===== src/rtl/bnn_seq_if.sv =====
// Handshake bundle between the BNN inference sequencer and its surroundings:
// host control, serial load strobes, and the three layer start/done pairs.
interface bnn_seq_if;
  logic       start;
  logic       mode;
  logic       bit_valid;
  logic       pix_shift_en;
  logic       w_shift_en;
  logic       l1_start;
  logic       l2_start;
  logic       l3_start;
  logic       l1_done;
  logic       l2_done;
  logic       l3_done;
  logic [3:0] l3_answer;
  logic [2:0] state;
  logic [3:0] answer;
  logic       result_valid;
  logic [1:0] err_code;
  logic       busy;

  // Host / datapath side: drives control, serial strobes and layer completions.
  modport master (
    output start, mode, bit_valid, l1_done, l2_done, l3_done, l3_answer,
    input  pix_shift_en, w_shift_en, l1_start, l2_start, l3_start,
    input  state, answer, result_valid, err_code, busy
  );

  // Sequencer side.
  modport slave (
    input  start, mode, bit_valid, l1_done, l2_done, l3_done, l3_answer,
    output pix_shift_en, w_shift_en, l1_start, l2_start, l3_start,
    output state, answer, result_valid, err_code, busy
  );
endinterface


===== src/rtl/bnn_sequencer.sv =====
// Inference controller for the MNIST BNN: serial pixel/weight load, then the
// L1 -> L2 -> L3 chain with start pulses, per-layer watchdog and latched answer.
module bnn_sequencer #(
  parameter int N_PIXELS = 784,
  parameter int N_WBITS  = 2320,
  parameter int TIMEOUT  = 4096,
  parameter int CNT_W    = 12
) (
  input logic      clk,
  input logic      reset,
  bnn_seq_if.slave bus
);

  localparam logic [2:0] S_IDLE  = 3'd0;
  localparam logic [2:0] S_LOAD  = 3'd1;
  localparam logic [2:0] S_L1    = 3'd2;
  localparam logic [2:0] S_L2    = 3'd3;
  localparam logic [2:0] S_L3    = 3'd4;
  localparam logic [2:0] S_DONE  = 3'd5;
  localparam logic [2:0] S_ERROR = 3'd6;

  localparam logic [CNT_W-1:0] PIX_LAST  = CNT_W'(N_PIXELS);
  localparam logic [CNT_W-1:0] W_LAST    = CNT_W'(N_WBITS);
  localparam logic [CNT_W-1:0] WDOG_LAST = CNT_W'(TIMEOUT - 1);

  logic [2:0]       state_reg, state_next;
  logic [CNT_W-1:0] pix_cnt_reg, pix_cnt_next;
  logic [CNT_W-1:0] w_cnt_reg, w_cnt_next;
  logic [CNT_W-1:0] wdog_reg, wdog_next;
  logic             eff_mode_reg, eff_mode_next;
  logic             weights_loaded_reg, weights_loaded_next;
  logic [3:0]       answer_reg, answer_next;
  logic [1:0]       err_code_reg, err_code_next;

  logic       pix_en;
  logic       w_en;
  logic       in_load;
  logic       pulse_cycle;
  logic       cur_done;
  logic [2:0] layer_sel;
  logic [2:0] layer_start;
  logic [2:0] layer_done;

  assign in_load     = (state_reg == S_LOAD);
  assign pulse_cycle = (wdog_reg == '0);
  assign layer_done  = {bus.l3_done, bus.l2_done, bus.l1_done};

  // wdog is zero only in the first cycle of a layer state, which doubles as the pulse cycle.
  generate
    for (genvar gi = 0; gi < 3; gi++) begin : g_layer
      assign layer_sel[gi]   = (state_reg == S_L1 + 3'(gi));
      assign layer_start[gi] = layer_sel[gi] && pulse_cycle;
    end
  endgenerate

  assign cur_done = |(layer_sel & layer_done) && !pulse_cycle;

  assign pix_en = in_load && bus.bit_valid && (pix_cnt_reg < PIX_LAST);
  assign w_en   = in_load && bus.bit_valid && !eff_mode_reg && (w_cnt_reg < W_LAST);

  always_comb begin
    state_next          = state_reg;
    pix_cnt_next        = pix_en ? pix_cnt_reg + 1'b1 : pix_cnt_reg;
    w_cnt_next          = w_en ? w_cnt_reg + 1'b1 : w_cnt_reg;
    wdog_next           = wdog_reg;
    eff_mode_next       = eff_mode_reg;
    weights_loaded_next = weights_loaded_reg;
    answer_next         = answer_reg;
    err_code_next       = err_code_reg;

    case (state_reg)
      S_IDLE, S_DONE, S_ERROR: begin
        if (bus.start) begin
          state_next    = S_LOAD;
          eff_mode_next = bus.mode && weights_loaded_reg;
          pix_cnt_next  = '0;
          w_cnt_next    = '0;
          wdog_next     = '0;
          err_code_next = 2'd0;
        end
      end
      S_LOAD: begin
        // Completion uses the post-shift counts so L1 follows the last bit directly.
        if (pix_cnt_next == PIX_LAST && (eff_mode_reg || w_cnt_next == W_LAST)) begin
          state_next = S_L1;
          wdog_next  = '0;
          if (!eff_mode_reg) weights_loaded_next = 1'b1;
        end
      end
      S_L1, S_L2, S_L3: begin
        wdog_next = wdog_reg + 1'b1;
        if (cur_done) begin
          wdog_next = '0;
          if (state_reg == S_L3) begin
            answer_next = bus.l3_answer;
            if (bus.l3_answer > 4'd9) begin
              state_next    = S_ERROR;
              err_code_next = 2'd2;
            end else begin
              state_next = S_DONE;
            end
          end else begin
            state_next = state_reg + 3'd1;
          end
        end else if (wdog_reg == WDOG_LAST) begin
          state_next    = S_ERROR;
          err_code_next = 2'd1;
        end
      end
      default: state_next = S_IDLE;
    endcase
  end

  always_ff @(posedge clk or posedge reset) begin
    if (reset) begin
      state_reg          <= S_IDLE;
      pix_cnt_reg        <= '0;
      w_cnt_reg          <= '0;
      wdog_reg           <= '0;
      eff_mode_reg       <= 1'b0;
      weights_loaded_reg <= 1'b0;
      answer_reg         <= 4'd0;
      err_code_reg       <= 2'd0;
    end else begin
      state_reg          <= state_next;
      pix_cnt_reg        <= pix_cnt_next;
      w_cnt_reg          <= w_cnt_next;
      wdog_reg           <= wdog_next;
      eff_mode_reg       <= eff_mode_next;
      weights_loaded_reg <= weights_loaded_next;
      answer_reg         <= answer_next;
      err_code_reg       <= err_code_next;
    end
  end

  assign bus.pix_shift_en = pix_en;
  assign bus.w_shift_en   = w_en;
  assign bus.l1_start     = layer_start[0];
  assign bus.l2_start     = layer_start[1];
  assign bus.l3_start     = layer_start[2];
  assign bus.state        = state_reg;
  assign bus.answer       = answer_reg;
  assign bus.result_valid = (state_reg == S_DONE);
  assign bus.err_code     = err_code_reg;
  assign bus.busy         = in_load || (|layer_sel);

endmodule


===== src/flat_wrapper.sv =====
// flat-port wrapper written by rule: the top's interface ports become plain ports
module bnn_sequencer_flat 
#(
  parameter int N_PIXELS = 784,
  parameter int N_WBITS  = 2320,
  parameter int TIMEOUT  = 4096,
  parameter int CNT_W    = 12
)
  (clk, reset, bus_start, bus_mode, bus_bit_valid, bus_l1_done, bus_l2_done, bus_l3_done, bus_l3_answer, bus_pix_shift_en, bus_w_shift_en, bus_l1_start, bus_l2_start, bus_l3_start, bus_state, bus_answer, bus_result_valid, bus_err_code, bus_busy);
  bnn_seq_if bus_i ();
  input logic clk;
  input logic reset;
  input wire logic [$bits(bus_i.start)-1:0] bus_start;
  input wire logic [$bits(bus_i.mode)-1:0] bus_mode;
  input wire logic [$bits(bus_i.bit_valid)-1:0] bus_bit_valid;
  input wire logic [$bits(bus_i.l1_done)-1:0] bus_l1_done;
  input wire logic [$bits(bus_i.l2_done)-1:0] bus_l2_done;
  input wire logic [$bits(bus_i.l3_done)-1:0] bus_l3_done;
  input wire logic [$bits(bus_i.l3_answer)-1:0] bus_l3_answer;
  output wire logic [$bits(bus_i.pix_shift_en)-1:0] bus_pix_shift_en;
  output wire logic [$bits(bus_i.w_shift_en)-1:0] bus_w_shift_en;
  output wire logic [$bits(bus_i.l1_start)-1:0] bus_l1_start;
  output wire logic [$bits(bus_i.l2_start)-1:0] bus_l2_start;
  output wire logic [$bits(bus_i.l3_start)-1:0] bus_l3_start;
  output wire logic [$bits(bus_i.state)-1:0] bus_state;
  output wire logic [$bits(bus_i.answer)-1:0] bus_answer;
  output wire logic [$bits(bus_i.result_valid)-1:0] bus_result_valid;
  output wire logic [$bits(bus_i.err_code)-1:0] bus_err_code;
  output wire logic [$bits(bus_i.busy)-1:0] bus_busy;
  assign bus_i.start = bus_start;
  assign bus_i.mode = bus_mode;
  assign bus_i.bit_valid = bus_bit_valid;
  assign bus_i.l1_done = bus_l1_done;
  assign bus_i.l2_done = bus_l2_done;
  assign bus_i.l3_done = bus_l3_done;
  assign bus_i.l3_answer = bus_l3_answer;
  assign bus_pix_shift_en = bus_i.pix_shift_en;
  assign bus_w_shift_en = bus_i.w_shift_en;
  assign bus_l1_start = bus_i.l1_start;
  assign bus_l2_start = bus_i.l2_start;
  assign bus_l3_start = bus_i.l3_start;
  assign bus_state = bus_i.state;
  assign bus_answer = bus_i.answer;
  assign bus_result_valid = bus_i.result_valid;
  assign bus_err_code = bus_i.err_code;
  assign bus_busy = bus_i.busy;
  bnn_sequencer #(.N_PIXELS(N_PIXELS), .N_WBITS(N_WBITS), .TIMEOUT(TIMEOUT), .CNT_W(CNT_W)) u_core (.clk(clk), .reset(reset), .bus(bus_i));
endmodule

===== config.mk =====
export PLATFORM = sky130hd
export DESIGN_NAME = bnn_sequencer_flat
export DESIGN_NICKNAME = d
export VERILOG_FILES = /design/src/rtl/bnn_seq_if.sv /design/src/rtl/bnn_sequencer.sv /design/src/flat_wrapper.sv
export SDC_FILE = /design/constraint.sdc
export NUM_CORES = 1
export LEC_CHECK = 0
export CAP_MARGIN = 5
export CORE_UTILIZATION = 30
export DETAILED_ROUTE_END_ITERATION = 16
export GPL_TIMING_DRIVEN = 0
export PLACE_DENSITY = 0.52
export SYNTH_ARGS = -nofsm -noshare
export SYNTH_HDL_FRONTEND = slang
export SYNTH_SLANG_ARGS = --single-unit

===== constraint.sdc =====
create_clock -name clk -period 2.9 [get_ports clk]
set_input_delay 0.29 -clock clk [delete_from_list [all_inputs] [get_ports clk]]
set_output_delay 0.29 -clock clk [all_outputs]
set_load 0.005 [all_outputs]

; After elaboration in Yosys (flattened, before gate mapping)
; Cells that the tools add are included.
[totals]
reg_bits = 47
out_inout_bits = 16
wordCells = 81
[classes]
add_sub_neg = 4
magnitude_cmp = 3
n_eq_ne = 14
muxes = 23
bitwise = 2
reduce_logical = 27
[ops]
columns = op, n
row1 = 12-bit 2-to-1 mux, 9
row2 = "12-bit by 1-bit adder with 12-bit output, second input constant", 3
row3 = 12-bit one-hot mux with 3 select lines, 1
row4 = "12-bit == test, second input constant", 2
row5 = 3-bit 2-to-1 mux, 5
row6 = "12-bit by 10-bit == test with 1-bit output, second input constant", 1
row7 = 12-bit logical NOT, 1
row8 = "12-bit by 10-bit less-than comparator with 1-bit output, second input constant", 1
row9 = "12-bit less-than comparator, second input constant", 1
row10 = 2-bit 2-to-1 mux, 6
row11 = 3-bit AND reduction, 4
row12 = 1-bit logical AND, 10
row13 = "3-bit == test, second input constant", 3
row14 = 3-bit one-hot mux with 3 select lines, 1
row15 = 3-bit OR reduction, 3
row16 = "3-bit by 2-bit == test with 1-bit output, second input constant", 2
row17 = "3-bit != test, second input constant", 2
row18 = 5-bit AND reduction, 1
row19 = "4-bit greater-than comparator, second input constant", 1
row20 = "2-bit != test, second input constant", 2
row21 = 2-bit one-hot mux with 2 select lines, 1
row22 = "3-bit by 1-bit adder with 3-bit output, second input constant", 1
row23 = 3-bit AND, 1
row24 = "3-bit by 1-bit == test with 1-bit output, second input constant", 1
row25 = 8 further kinds, 10

; Depth between registers and ports, before layout
; Gate-level depths: netlist of the first run.
[depth]
word_depth = 10
ltp_mapped = 13
ltp_nobuf = 11

; Worst setup path before layout of the first run
; Ideal clock, no wire load.
[synth_timing]
path_type = register -> register
from = register u_core.state_reg[1] (netlist: u_core.bus.state[1])
to = register u_core.wdog_reg[7]
t_arrival_ps = 2997
path_slack_ps = -189
path_stages_with_launch = 12
path_cell_list = dfrtp_1 > inv_1 > ha_1 > and4b_1 > nand2_1 > o31a_1 > or4_4 > a2111oi_4 > a21oi_2 > or3_1 > buf_6 > o31ai_2
[synth_between]
elab_chain_cells = 10
elab_cells_between_ends = 28
[synth_lines]
columns = element, line
row1 = from (decl), bnn_sequencer.sv:26  ; logic [2:0] state_reg, state_next;
row2 = from (signal assigned), bnn_sequencer.sv:125  ; state_reg <= state_next;
row3 = 3-bit by 1-bit == test with 1-bit output, "bnn_sequencer.sv:44, bnn_sequencer.sv:71"
row4 = 1-bit logical AND, "bnn_sequencer.sv:58, bnn_sequencer.sv:59"
row5 = 1-bit logical AND (2 in a row), bnn_sequencer.sv:59  ; assign w_en = in_load && bus.bit_valid && !eff_mode_reg && (w_cnt_reg < W_LAST);
row6 = 12-bit 2-to-1 mux, bnn_sequencer.sv:64  ; w_cnt_next = w_en ? w_cnt_reg + 1'b1 : w_cnt_reg;
row7 = 12-bit == test, bnn_sequencer.sv:84  ; if (pix_cnt_next == PIX_LAST && (eff_mode_reg || w_cnt_next == W_LAST)) begin
row8 = 1-bit logical OR, bnn_sequencer.sv:84
row9 = 1-bit logical AND, bnn_sequencer.sv:84
row10 = 2-bit != test (no line), -
row11 = 3-bit AND reduction (no line), -
row12 = to (signal assigned), bnn_sequencer.sv:128  ; wdog_reg <= wdog_next;
row13 = to (decl), bnn_sequencer.sv:29  ; logic [CNT_W-1:0] wdog_reg, wdog_next;
; Parallel ways exist; a longest one is shown, timed or not.
; A chain may end at the register's enable or synchronous reset.

; Worst setup path after layout of the first run
; Same ends and word-level chain as after synthesis.

==> impl_results.md, run 1 <==
- Outcome: complete, but fails checks
- Failing checks: negative setup slack
- Die area: ~10000 sq um
- Crit path max-delay family: simple AND/OR/NAND/NOR gates
- DIE HEIGHT: 101.8 um
- Yosys cell types: 64
- Seq/Total Area, Yosys: slightly below 40%
- Worst EP required: approximately 3.1 ns
- CP peak stage delay: about 0.53 ns
- CTS Buffer Depth: 2
- Synth Cell Area: ~3000 sq um
- FP Rows: 36
- Peak supply drop: roughly 0.56 mV
- Syn. warnings: 0
- CTS buffer count: 5
- Period utilization: 102.8%
- Die Wd: 101.8 um
- GRT Util Overall: about 15%
- CTS sink cnt: 47
- Root Buffer Master: clkbuf_8
- Detailed Place HPWL: 5037 um
- Nets: between 400 and 500
- Synth top cells by count: dfrtp_1 (47), nor2_1 (42), inv_1 (19), nand2_1 (19), and3_1 (15)
- Routed wire length: slightly above 7000 um
- Largest net degree at the start of global routing: 39
- Layout Area Growth over Synthesis: 30.49%
- Drt via density: roughly 5.0
- Synth area leaders: dfrtp_1 (39%), nor2_1 (5.3%), ha_1 (3.8%), o31ai_1 (3.5%), and3_1 (3.1%)
- Leakage power: roughly 1.7 nW
- Layout cells sized above 1: a little over a fifth
- Skew final: between 0.01 and 0.015 ns
- Final worst path period need: between 2 and 3 ns
- Final core utilization: about 40%
- Prevailing post-synth register cell: dfrtp_1
- 1st-pass router iterations: 4
- Max-slew violations: 0
- FMAX: between 300 and 400 MHz
- Critical Path AT: 3.19 ns
- 1st-iter DRT viols: 130
- Critical Path Start Type: flop
- DRC: 0
- Seq cells post-synth: between 40 and 50
- Routed Antenna Nets: 0
- Num ports: 28
- Power Total: roughly 0.003 W
- Number of flops mapped to enable cells by yosys: 0
- GPL Wtd Cong: 0.8150
- Starting density of the core: 30.71%
- Cell taking the most area after synthesis: dfrtp_1
- Bufs and invs on worst path: 2
- Wire length per cell: 13.74 um
- CP Max Fanout: 10
- RSZ-0062 raised after global routing: true
- Placed insts: 493
- Most frequent cell after synthesis: dfrtp_1
- Diodes inserted: 0
- Post-synth ARST share: 100.0%
- Global route overflow: 0
- MaxCap Viol Count: 0
- Crit end category: flop
- Endpoints failing setup: 3
- Port Buf Inserts: 27
- Setup_tns: -0.1475 ns
- Worst hold path type: primary input to async pin
- Synthesized area per cell: about 9.0 sq um
- Clock latency on the worst-skew pair: about 0.31 ns
- Final Hold Vio Count: 0
- CP max stage cell: or4_4
- Non-Filler Instances: slightly above 500
- Max-Slew Margin vs Limit: 51.22%
- Crit path cell chain: inv_2 -> ha_4 -> and4b_1 -> nand2_2 -> o31a_1 -> or4_4 -> a2111oi_4 -> a21oi_4 -> or3_4 -> buf_8 -> o31ai_4
- Post-Synthesis Cells: 332
- PD cells: ~770 nW/um^2
- Vias in the first global route: about 2500
- Cts hold-fix bufs: 0
- Routed vias: approximately 2600
- CTS tree: built
- H-Tree Depth: 2
- Core area: roughly 9700 sq um
- Tightest Pin Transition: between 0.7 and 0.8 ns
- CP Class: flop to flop
- Post-synth top area share: 39.36%
- Initial antenna violation count: 0
- Clk pin slew, worst setup/hold paths: 0.10 ns
- Synth Net Count: 353
- Setup WS post-layout: -0.08083 ns
- First-pass GRT wire length: roughly 12000 um
-- cells in the final DEF (no fill, tap or decap), drive strengths merged, types with 2 or more instances in the layout --
cell	n
inv	19
dfrtp	47
xnor2	10
and4b	2
clkdlybuf4s50	27
nand3	13
nor2b	6
nor3	8
nand3b	2
o21a	2
nand2b	11
o21ai	22
o22ai	2
clkbuf	13
nor3b	2
nor2	42
buf	22
mux2i	6
a21oi	8
ha	9
nand2	19
nor4	8
o31ai	15
o211ai	2
or2	2
o21ba	2
xor2	4
nand4	4
or3	2
o32ai	2
and3	15
mux2	6
o2111ai	2
bufinv	2
and2	2
or4	2
-- logic make-up (layout without fill, tap and decap cells) --
family                   after synthesis  count (layout)  synth area share (%)
buffers and inverters                 32              84                 4.606
multiplexers                          12              12                 4.271
XOR/XNOR                              14              14                 4.104
AND/OR/NAND/NOR                      146             146                 26.59
adder cells (fa/ha/maj)                9               9                 3.769
flip-flops                            47              47                 39.36
AO/OA/AOI/OAI                         72              72                 17.30
-- power by group --
group          switching [W]  leakage [nW]  internal [W]
registers          0.0000775         0.636      0.000758
logic               0.000830         0.956      0.000767
clock network       0.000240        0.0644      0.000344
total                0.00115          1.66       0.00187
-- routing by layer --
layer  routed length, um  GRT usage [%]  part of all wire (%)
met1                3397          20.05                    48
met2                3419          24.53                    48
met3                 213          2.622                   3.0
met4                  72          3.902                   1.0
met5                   0              0                     0
-- final cells by class --
| cell class | instances | area (sq um) |
|---|---|---|
| fillers | 998 | 5831 |
| well taps | 133 | 166.4 |
| clock inverters | 3 | 67.56 |
| flip-flops and latches | 47 | 1182 |
| multi-input cells | 253 | 1846 |
| plain buffers | 11 | 71.32 |
| clock buffers | 5 | 68.82 |
| repair buffers | 46 | 425.4 |
| inverters | 19 | 71.32 |
-- worst paths after layout --
check / startpoint / cells past startpoint / slack [ns] / to
hold / removal: reset / 2 / 0.22 / u_core.bus.answer[0]
hold reg to reg: u_core.bus.err_code[0] / 1 / 0.48 / u_core.bus.err_code[0]
max in group asynchronous: reset / 3 / 2.18 / u_core.pix_cnt_reg[6]
setup reg to reg: u_core.bus.state[1] / 11 / -0.08 / u_core.wdog_reg[7]
min in group clk: u_core.bus.err_code[0] / 1 / 0.48 / u_core.bus.err_code[0]
setup / recovery: u_core.bus.state[1] / 11 / -0.08 / u_core.wdog_reg[7]
-- through the flow --
| stage | hold slack, ns | cell area (sq um) | setup slack, ns |
|---|---|---|---|
| after global routing | 0.2298 | 3899 | -0.1853 |
| after detailed placement | 0.4653 | 3465 | -0.4916 |
| after floorplan | 0.4369 | 3008 | 0.03926 |
| after CTS | 0.2189 | 3761 | -0.1678 |
| final | 0.2184 | 3899 | -0.08083 |
| after global placement | 0.4512 | 3445 | -0.4529 |
-- what timing repair did --
item                       4_1_cts  5_1_grt
gates cloned                     0        0
buffers inserted                12        6
pin swaps                        8        6
resized for setup               18       23
setup endpoints to repair       17       17
No activity file was read; power rests on OpenSTA's default activity.
==> inputs of run 2 (changes only) <==
--- a/config.mk
+++ b/config.mk
@@ -6,10 +6,10 @@
 export NUM_CORES = 1
 export LEC_CHECK = 0
 export CAP_MARGIN = 5
+export CORE_MARGIN = 2
 export CORE_UTILIZATION = 30
 export DETAILED_ROUTE_END_ITERATION = 16
-export GPL_TIMING_DRIVEN = 0
-export PLACE_DENSITY = 0.52
+export PLACE_DENSITY = 0.5
 export SYNTH_ARGS = -nofsm -noshare
 export SYNTH_HDL_FRONTEND = slang
 export SYNTH_SLANG_ARGS = --single-unit
==> constraint.sdc (replaced) <==
create_clock -name clk -period 3.3 [get_ports clk]
set_input_delay 0.33 -clock clk [delete_from_list [all_inputs] [get_ports clk]]
set_output_delay 0.33 -clock clk [all_outputs]
set_load 0.005 [all_outputs]
==> run 2 against run 1 <==
Against the previous run: the flow now finishes without violations; critical path depth did not move; flip-flop and latch count unchanged; critical endpoint is now u_core.wdog_reg[3]; first-iteration DRC count decreased by 55%; core utilization shrank 2.6 points; non-clock buffer count fell by 6; design area is 6.5% lower; largest power group unchanged; global-route usage fell by 0.67 points; worst setup slack better by 0.28 ns; combinational power down 23%; sequential share of layout area up 1.9 points; worst hold slack gained 0.26 ns; cell count fell by 1.2%.
==> impl_results.md, run 2 (synthesis results as in run 1) <==
- Outcome: complete, no violations
- 1st-iter DRT viols: 59
- Critical Path Start Type: flop
- Global route overflow: 0
- MaxCap Viol Count: 0
- Final worst path period need: between 3 and 4 ns
- Diodes inserted: 0
- Critical Path AT: 3.34 ns
- Routed Antenna Nets: 0
- 1st-pass router iterations: 4
- Non-Filler Instances: 511
- DIE HEIGHT: a little over 100 um
- Path length in cells of the critical path: 11
- Most common cell after layout, fill and taps aside: dfrtp_1
- CTS buffer count: 5
- Vias in the first global route: 2587
- Most frequent cells in the layout: dfrtp_1 (47), nor2_1 (42), clkdlybuf4s50_1 (27), buf_4 (24), nand2_1 (19)
- Crit end category: flop
- Cts hold-fix bufs: 0
- Core area: 9729 sq um
- RSZ-0062 raised after global routing: false
- Routed vias: between 2000 and 3000
- CP Class: flop to flop
- Initial antenna violation count: 0
- GPL Wtd Cong: about 0.82
- Leakage power: approximately 1.6 nW
- CP max stage cell: or4_4
- Period utilization: 94.01%
- H-Tree Depth: 2
- Die area: between 10000 and 15000 sq um
- CP Max Fanout: 5
- Nets: just under 400
- Post-Place Cell Area: 3538 sq um
- GRT Util Overall: 14.20%
- Bufs and invs on worst path: 2
- Crit path max-delay family: simple AND/OR/NAND/NOR gates
- Detailed Place HPWL: about 5200 um
- Design Area, Final: roughly 3600 sq um
- Root Buffer Master: clkbuf_8
- DRC: 0
- R2R depth: 11
- CTS tree: built
- Placed insts: ~500
- Worst EP required: about 3.5 ns
- Max-slew violations: 0
- Postcts setup bufs: 0
- Layout cells sized above 1: approximately 14%
- Clk pin slew, worst setup/hold paths: 0.10 ns
- Cell depth of the worst hold path: 1
- Endpoints failing setup: 0
- Max-Slew Margin vs Limit: a little under a third
- Num ports: 28
- Drt via density: between 4 and 5
- Port Buf Inserts: 27
- Peak supply drop: a little under 0.4 mV
- Tightest Pin Transition: a little over 1 ns
- First-pass GRT wire length: approximately 13000 um
- FP Rows: 36
- Worst hold slack: roughly 0.48 ns
- Clock latency on the worst-skew pair: 0.31 ns
- CTS Buffer Depth: 2
- Skew final: about 0.0064 ns
- Largest net degree at the start of global routing: 48
- CP peak stage delay: about 0.53 ns
- Final Hold Vio Count: 0
- CTS sink cnt: 47
- PD cells: ~640 nW/um^2
- Die Wd: approximately 100 um
- Worst hold path type: flop to flop
- Routed wire length: ~7300 um
- Wire length per cell: 14.25 um
- Starting density of the core: a little under a third
- FMAX: between 300 and 400 MHz
- Crit path cell chain: inv_1 -> ha_1 -> and4b_1 -> nand2_1 -> o31a_1 -> or4_4 -> a2111oi_4 -> a21oi_2 -> or3_4 -> buf_4 -> o21ai_1
- Layout Area Growth over Synthesis: 22.07%
- Power Total: 0.002331 W
-- run 2: changes by cell type in the layout (fill, tap and decap cells not counted), sizes merged --
cell and change:
buf +2, bufinv -2, clkbuf -8, clkinvlp +1, inv +1
-- run 2: what timing repair did --
action / CTS / global route
gates resized for setup: 0 / 3
endpoints found under the hold margin: 0 / 0
endpoints found under the setup margin: 0 / 11
-- run 2: worst reg2reg max path, stage by stage, from the launching register on --
cell	delay [ns]
dfrtp_1	0.39
inv_1	0.08
ha_1	0.22
and4b_1	0.23
nand2_1	0.08
o31a_1	0.30
or4_4	0.53
a2111oi_4	0.35
a21oi_2	0.13
or3_4	0.42
buf_4	0.17
o21ai_1	0.14
-- run 2: layout make-up --
class | count | area, sq um
Clock buffer | 5 | 68.82
Tap cell | 133 | 166.4
Timing Repair Buffer | 51 | 450.4
Fill cell | 1021 | 6082
Clock inverter | 3 | 23.77
Inverter | 19 | 71.32
Multi-Input combinational cell | 253 | 1690
Sequential cell | 47 | 1176
-- run 2: per-layer routing --
metal  part of all wire (%)  global-route usage, %  wire, um  vias to the layer above
met5                      0                      0         0                        -
met4                    1.4                  3.764       101                        0
met3                    1.7                  2.266       123                        8
met2                     46                  22.89      3377                       24
met1                     51                  19.85      3682                     1234
li1                       -                      -         -                     1287
-- run 2: where the power goes --
part           switching, W  internal (W)
clock              0.000228      0.000152
sequential        0.0000600      0.000664
combinational      0.000647      0.000579
-- run 2: path summary, 6_finish.rpt --
path	start	slack, ns	to
setup / recovery	u_core.bus.state[1]	0.20	u_core.wdog_reg[3]
hold / removal	u_core.weights_loaded_reg	0.48	u_core.weights_loaded_reg
setup reg to reg	u_core.bus.state[1]	0.20	u_core.wdog_reg[3]
hold reg to reg	u_core.weights_loaded_reg	0.48	u_core.weights_loaded_reg
max in group asynchronous	reset	2.08	u_core.bus.state[2]
min in group asynchronous	reset	0.58	u_core.bus.answer[0]
-- run 2: per-stage QoR --
stage	setup slack, ns	util [%]	setup TNS, ns
3_5_place_dp	-0.01184	36.37	-0.03943
3_3_place_gp	0.04518	36.37	0
4_1_cts	0.1246	37.32	0
5_1_grt	0.007624	37.49	0
2_1_floorplan	0.2107	-	0
6_report	0.1976	37.49	0
==> inputs of run 3 (changes only) <==
--- a/config.mk
+++ b/config.mk
@@ -10,6 +10,7 @@
 export CORE_UTILIZATION = 30
 export DETAILED_ROUTE_END_ITERATION = 16
 export PLACE_DENSITY = 0.5
+export RECOVER_POWER = 50
 export SYNTH_ARGS = -nofsm -noshare
 export SYNTH_HDL_FRONTEND = slang
 export SYNTH_SLANG_ARGS = --single-unit
==> run 3 against run 2 <==
Against the previous run: the flow now finishes with violations (max-capacitance violations, max-slew violations); sequential power is essentially flat; die area unchanged; count of clock-buffer cells in the layout is the same; clock power is essentially flat; global-route usage unchanged; critical path depth unchanged; combinational power is essentially flat; routed wire length hardly changed; critical path type unchanged.
==> impl_results.md, run 3 (synthesis results as in run 1) <==
- Outcome: complete, but fails checks
- FP Rows: 36
- Wire length per cell: 14.27 um
- Clk pin slew, worst setup/hold paths: about 0.10 ns
- Layout Area Growth over Synthesis: 22.07%
- Failing checks: max-capacitance violations, max-slew violations
- Met1 wire length: 3677 um
- Setup_tns: 0 ns
- Max-slew violations: 48
- Worst hold slack: between 0.4 and 0.5 ns
- Diodes inserted: 0
- DIE HEIGHT: 103.8 um
- Placed insts: 503
- CTS buffer count: 5
- Most frequent cells in the layout: dfrtp_1 (47), nor2_1 (42), buf_4 (24)
- Skew final: around 0.0064 ns
- CTS resizes: 0
- H-Tree Depth: 2
- Tightest Pin Transition: about 1.9 ns
- Most common cell after layout, fill and taps aside: dfrtp_1
- Sequential fraction of design power: between 30% and 40%
- Postcts setup bufs: 0
- DR top layer: met4
- Routed vias: 2560
- Sw Share: around two fifths
- 1st-iter DRT viols: roughly 60
- Non-Filler Instances: 511
- Num ports: 28
- CP peak stage delay: 0.53 ns
- CTS Buffer Depth: 2
- Peak supply drop: between 0.3 and 0.4 mV
- DRC: 0
- Leakage power: ~1.6 nW
- Die area: 10770 sq um
- 1st-pass router iterations: 4
- CP max stage cell: or4_4
- GRT Util Overall: 14.20%
- Detailed Place HPWL: 5203 um
- Starting density of the core: 30.71%
- Routed Antenna Nets: 0
- Worst EP required: about 3.5 ns
- Endpoints failing setup: 0
- Port Buf Inserts: 27
- Die Wd: about 100 um
- Critical Path AT: between 3 and 4 ns
- Crit path cell chain: inv_1 -> ha_1 -> and4b_1 -> nand2_1 -> o31a_1 -> or4_4 -> a2111oi_4 -> a21oi_2 -> or3_4 -> buf_4 -> o21ai_1
- Crit path max-delay family: simple AND/OR/NAND/NOR gates
- MaxCap Viol Count: 1
- Largest net degree at the start of global routing: 48
- CTS tree: built
- Final Hold Vio Count: 0
- Final worst path period need: about 3.1 ns
- Cts hold-fix bufs: 0
- Crit end category: flop
- Clock latency on the worst-skew pair: 0.31 ns
- Core area: 9729 sq um
- RSZ-0062 raised after global routing: false
- Fill cells: 1021
- Bufs and invs on worst path: 2
- Global route overflow: 0
- Met2 wire length: about 3400 um
- Routed wire length: 7291 um
- NetSw: slightly above 0.0009 W
- Max-Slew Margin vs Limit: -24.85%
- Root Buffer Master: clkbuf_8
- Critical Path Start Type: flop
- PD cells: between 600 and 700 nW/um^2
- CTS sink cnt: between 40 and 50
- Worst hold path type: flop to flop
- Internal: between 0.001 and 0.0015 W
- Comb pwr share: a little over half
- GPL Wtd Cong: just over 0.8
- Clock power share: 16.4%
- Routed wl met3: roughly 130 um
- CP Max Fanout: 5
- First-pass GRT wire length: between 10000 and 15000 um
- Period utilization: about 94%
- FMAX: approximately 320 MHz
- Nets: between 300 and 400
- Initial antenna violation count: 0
- CP Class: flop to flop
- Vias in the first global route: approximately 2600
- Drt via density: between 5 and 6
- Layout cells sized above 1: between 10 and 15%
-- run 3: changes by cell type in the layout (fill, tap and decap cells not counted) --
| cell | delta |
|---|---|
| dlygate4sd3_1 | +8 |
| inv_1 | +1 |
| inv_2 | -1 |
| clkdlybuf4s50_1 | -8 |
-- run 3: layer usage --
layer  vias up  global-route usage [%]
li1       1287                       -
met5         -                       0
met2        27                   22.89
met4         0                   3.764
met3         8                   2.266
met1      1238                   19.85
-- run 3: through the flow --
stage	utilization (%)	setup WS, ns	cell area [sq um]	power, W
after floorplan	-	0.2107	2988	0.001462
after global placement	36.37	0.04518	3538	0.001958
after detailed placement	36.37	-0.01184	3538	0.001963
after CTS	37.32	0.1246	3631	0.002363
after global routing	37.49	0.007624	3647	0.002529
final	37.49	0.1963	3647	0.002313
-- run 3: power by group through the flow --
stage          registers (W)  logic, W  clock network, W
2_1_floorplan       0.000746  0.000715                 0
3_3_place_gp        0.000736   0.00122                 0
3_5_place_dp        0.000736   0.00123                 0
4_1_cts             0.000726   0.00123          0.000402
5_1_grt             0.000737   0.00137          0.000425
6_report            0.000722   0.00121          0.000380
-- run 3: final cells by class --
type,instances,area (sq um),share of cell area (%)
tap,133,166.4,4.563
timing repair buffer,51,450.4,12.35
clock inverter,3,23.77,0.6518
inverter,19,71.32,1.955
sequential,47,1176,32.25
clock buffer,5,68.82,1.887
multi-input combinational,253,1690,46.35
-- run 3: path summary, 6_finish.rpt --
kind | from | end | slack [ns] | cells past startpoint
max | u_core.bus.state[1] | u_core.wdog_reg[3] | 0.20 | 11
min | u_core.weights_loaded_reg | u_core.weights_loaded_reg | 0.48 | 1
max reg2reg | u_core.bus.state[1] | u_core.wdog_reg[3] | 0.20 | 11
min reg2reg | u_core.weights_loaded_reg | u_core.weights_loaded_reg | 0.48 | 1
max in group asynchronous | reset | u_core.bus.state[2] | 1.15 | 2
min in group asynchronous | reset | u_core.bus.answer[0] | 1.06 | 2
